## src/rtl/cntr_param.sv

```systemverilog
// cntr_param: up/down counter with a six-state control FSM, programmable step, wrap/saturate mode, terminal-count and overflow flags
module cntr_param #(
  parameter int WIDTH  = 8,
  parameter int STEP_W = 4
) (
  input  logic              clk,
  input  logic              reset_n,
  input  logic              clr,
  input  logic              en,
  input  logic              load,
  input  logic              inc,
  input  logic [STEP_W-1:0] step,
  input  logic              sat,
  input  logic [WIDTH-1:0]  d_in,
  output logic [WIDTH-1:0]  d_out,
  output logic [2:0]        o_state,
  output logic              tc,
  output logic              ovf
);
  typedef enum logic [2:0] {IDLE = 3'b000, LOAD = 3'b001, INC = 3'b010, INC2 = 3'b011, DEC = 3'b100, DEC2 = 3'b101} state_t;
  state_t state, nxt;
  logic [WIDTH+1:0] stp, delta, r;
  logic [WIDTH-1:0] d_nxt;
  logic illegal, arith, oor;
  always_comb begin
    illegal = state > DEC2;
    nxt = load ? LOAD :
          (state == INC && inc) ? INC2 :
          (state == DEC && !inc) ? DEC2 :
          inc ? INC : DEC;
    arith = nxt != LOAD;
    stp = {{(WIDTH+2-STEP_W){1'b0}}, step};
    delta = (nxt == INC2 || nxt == DEC2) ? stp << 1 : stp;
    r = (nxt == INC || nxt == INC2) ? {2'b00, d_out} + delta : {2'b00, d_out} - delta;
    // r[WIDTH+1] flags a negative result, r[WIDTH] alone a result above the maximum
    oor = r[WIDTH+1] | r[WIDTH];
    d_nxt = !arith ? d_in :
            (oor && sat) ? (r[WIDTH+1] ? '0 : '1) :
            r[WIDTH-1:0];
  end
  always_ff @(posedge clk or negedge reset_n) begin
    if (!reset_n) begin
      state <= IDLE;
      d_out <= '0;
      ovf   <= 1'b0;
    end else if (clr || illegal) begin
      state <= IDLE;
      d_out <= '0;
      ovf   <= 1'b0;
    end else if (!en) begin
      ovf <= 1'b0;
    end else begin
      state <= nxt;
      d_out <= d_nxt;
      ovf   <= arith & oor;
    end
  end
  assign o_state = state;
  assign tc = ((state == INC || state == INC2) && d_out == {WIDTH{1'b1}}) ||
              ((state == DEC || state == DEC2) && d_out == '0);
endmodule

```

## config.mk

```make
export PLATFORM = sky130hd
export DESIGN_NAME = cntr_param
export DESIGN_NICKNAME = d
export VERILOG_FILES = /design/src/rtl/cntr_param.sv
export SDC_FILE = /design/constraint.sdc
export NUM_CORES = 1
export LEC_CHECK = 0
export ABC_AREA = 1
export BUFFER_PORTS_ARGS = -buffer_cell sky130_fd_sc_hd__buf_2
export CORE_ASPECT_RATIO = 2
export CORE_UTILIZATION = 50
export CTS_BUF_LIST = sky130_fd_sc_hd__clkbuf_8
export DETAILED_ROUTE_END_ITERATION = 8
export PLACE_DENSITY = 0.71
export SYNTH_ARGS = -nofsm -noshare
export SYNTH_HDL_FRONTEND = slang
export SYNTH_SLANG_ARGS = --single-unit
```

## constraint.sdc

```tcl
create_clock -name clk -period 3.05 [get_ports clk]
set_input_delay 0.305 -clock clk [delete_from_list [all_inputs] [get_ports clk]]
set_output_delay 0.305 -clock clk [all_outputs]
set_load 0.1 [all_outputs]
```

==> impl_metrics.tcl <==
set metrics [dict create \
    status "complete, no violations" \
    postPlaceCellArea_sq_um 1640 \
    dominantRegCellSynth "dfrtp_1" \
    drive_above_1_share 0.269 \
    cp-start-kind "flop" \
    crit_required_ns 3.23 \
    grt_pass1_vias 1488 \
    path_class "flop to flop" \
    crit_fanout 8 \
    gp_congestion 0.810 \
    setup_slack_ns 0.301 \
    timing.rr.start "o_state[1]" \
    path_cells "inv_2 > nor3_1 > inv_1 > nor2_1 > a21oi_1 > inv_2 > nor2_1 > ha_1 > inv_1 > fa_1 > inv_1 > nand3_1 > nand3_2 > nand2_2 > nand2_2 > nand2_4 > nand2_1 > nand2_1 > nand2_1 > nand2_1 > o21ai_1" \
    fin_crit_sh 0.901 \
    worst_slew_pin_slew_ns 0.491 \
    grt_setup_unrepaired "false" \
    cts_buffers 3 \
    power.leakage_uw 0.00103 \
    cts_setup_buffers 0 \
    grt_pass1_wl_microns 6400 \
    hold_viol_final 0 \
    hold_class "primary input to flop" \
    die_x_microns 40.0 \
    fp.dieH_microns 78.1 \
    htree_levels 1 \
    final_util 0.619 \
    synth_top_area_share 0.208 \
    placement.io_buffers 31 \
    timing.hold.ws_ns 0.290 \
    grt_start_max_net_pins 15 \
    fillers 305 \
    dieArea_sq_um 3120 \
    clk_latency_ns 0.25 \
    period_minus_slack_ns 2.75 \
    preCtsSetupSlack_ns 0.266 \
    grt-ovfl-total 0 \
    cts.clk_slew.worst_paths_ns 0.05 \
    yosysTopAreaCell "dfrtp_1" \
    routed_wl_microns 3810 \
    syn_area_sq_um 1450 \
    critPathLaunch "o_state[1]" \
    peakVddDrop_uv 306 \
    fmax_ghz 0.364 \
    fin_setup_tns_ns 0 \
    ant_nets 0 \
    via_per_inst 5.16 \
    dr_wl_met2_microns 2080 \
    cts_tree "yes" \
    first_pass_iters 4 \
    ys_types 31 \
    core_sq_um 2740 \
    antenna_found_initial 0 \
    clock_sinks 12 \
    drv_cap 0 \
    synth_seq_cells 12 \
    routed-wl-met3_microns 75 \
    slowest_delay_ns 0.43 \
    antenna_cells 0 \
    dp_hpwl_microns 3150 \
    crit_buf_inv 5 \
    clock_path_buffers 2 \
    cp_common_cell "nand2_1" \
    synthesis.nets 261 \
    drtIter0Drc 27 \
    wl_met1_microns 1520 \
    end_kind "flop" \
    start_util 0.529 \
    vias 1513 \
    drcViolationCount 0 \
    yosysWarnings 0 \
    ys_top_cells_by_area "dfrtp_1 21%, nand2_1 20%, ha_1 8.7%, nor2_1 7.3%, inv_1 6.5%" \
    critical_path.top_delay_family "simple AND/OR/NAND/NOR gates" \
    num_rows 27 \
    finalInstanceArea_sq_um 1690 \
    syn_area_per_cell_sq_um 6.29 \
    ys_async_sr_fraction 1.00 \
    yosysSeqAreaShare 0.208 \
    syn2layout_area_growth_pct 17.1 \
    cts-root-buf "clkbuf_8" \
    report.final.slew_viol_count 0 \
    cp.arrival_ns 2.93 \
    io_pins 32 \
    wl_per_cell_microns 13.0 \
    synth_edf_count 0 \
    multiInputGateArea_sq_um 1000 \
    final-seq-area_sq_um 302 \
    timing.slew.headroom 0.675 \
    slowest_stage "dfrtp_2" \
    min-delay-start "inc" \
    track_usage 0.291 \
    setup_viol 0 \
    syn_inst 230 \
    nets 296 \
    top_layer_used "met4" \
    power_density_nw_per_um2 429 \
    fin_worst_skew_ns 0.00602 \
]
## cell usage after synthesis, types with 2 or more instances
cell type,n
inv_1,25
buf_6,2
inv_2,11
nor2_1,28
nand4_1,5
nand3_1,8
a21oi_1,6
nor3_1,2
nand2_2,5
dfrtp_1,12
nand2_1,78
o21ai_0,4
nor4_1,2
ha_1,10
nor2_4,2
nand3_2,7
o21ai_1,6
fa_1,2
nor2_2,3
## stage by stage
step	power (uW)	std cells
finish	727	293
global route	778	293
CTS	729	293
detailed placement	576	288
global placement	574	288
floorplan	498	230
## report_power, final
group,internal [uW],switching (uW),leakage [uW]
clock,88.8,61.0,0.0000269
combinational,109,272,0.000842
sequential,172,24.5,0.000159
total,370,357,0.00103
## cells in the final DEF, fill, tap and decap left out, drive strengths merged, types with 3 or more instances in the layout
master / synthesis / routed
a21oi: 6 / 6
inv: 36 / 37
nand2: 84 / 84
nor3: 3 / 3
clkbuf: 0 / 3
nor2: 33 / 33
ha: 10 / 10
nand4: 6 / 6
o21ai: 10 / 10
buf: 3 / 32
dfrtp: 12 / 12
nand3: 15 / 15
## final timing paths
check                             end  slack (ns)  depth (start not counted)
hold / removal             o_state[2]        0.29                          2
hold reg to reg            o_state[0]        0.59                          1
min in group asynchronous    d_out[2]        0.47                          2
setup / recovery             d_out[0]        0.30                         21
max in group asynchronous  o_state[1]        2.35                          2
setup reg to reg             d_out[0]        0.30                         21
## layout make-up
cell class,count,area share
Sequential cell,12,0.178
Timing Repair Buffer,33,0.102
Inverter,36,0.0798
Tap cell,29,0.0214
Multi-Input combinational cell,179,0.592
Clock buffer,3,0.0244
Clock inverter,1,0.00222
## worst reg2reg max path, delay by kind of cell, from the launching register on
family          cells  cell delay, ns
simple gates       12            1.00
flops               1            0.43
fa+ha+maj           2            0.55
compound gates      2            0.26
buf+inv             5            0.46
## layer usage
metal,global-route usage,up-vias
met5,0,-
met4,0.145,0
met3,0.00847,13
met2,0.521,37
met1,0.314,669
li1,-,794
## kinds of logic (layout without fill, tap and decap cells)
| kind of cell | Yosys count | in the layout | share of synthesized area |
|---|---|---|---|
| AO/OA/AOI/OAI | 21 | 21 | 0.0839 |
| AND/OR/NAND/NOR | 145 | 145 | 0.474 |
| flip-flops | 12 | 12 | 0.208 |
| XOR/XNOR | 1 | 1 | 0.00606 |
| buffers and inverters | 39 | 73 | 0.114 |
| adder cells (fa/ha/maj) | 12 | 12 | 0.114 |
## registers in the layout (all words and copies together), names as in the netlist
name,cells
d_out,8
ovf,1
o_state,3
## what timing repair did
action                     in CTS  in global routing
hold endpoints to repair       12                  0
setup endpoints to repair       0                  2
resized for setup               0                  3
hold buffers                    1                  0
(Power assumes the default switching activity.)
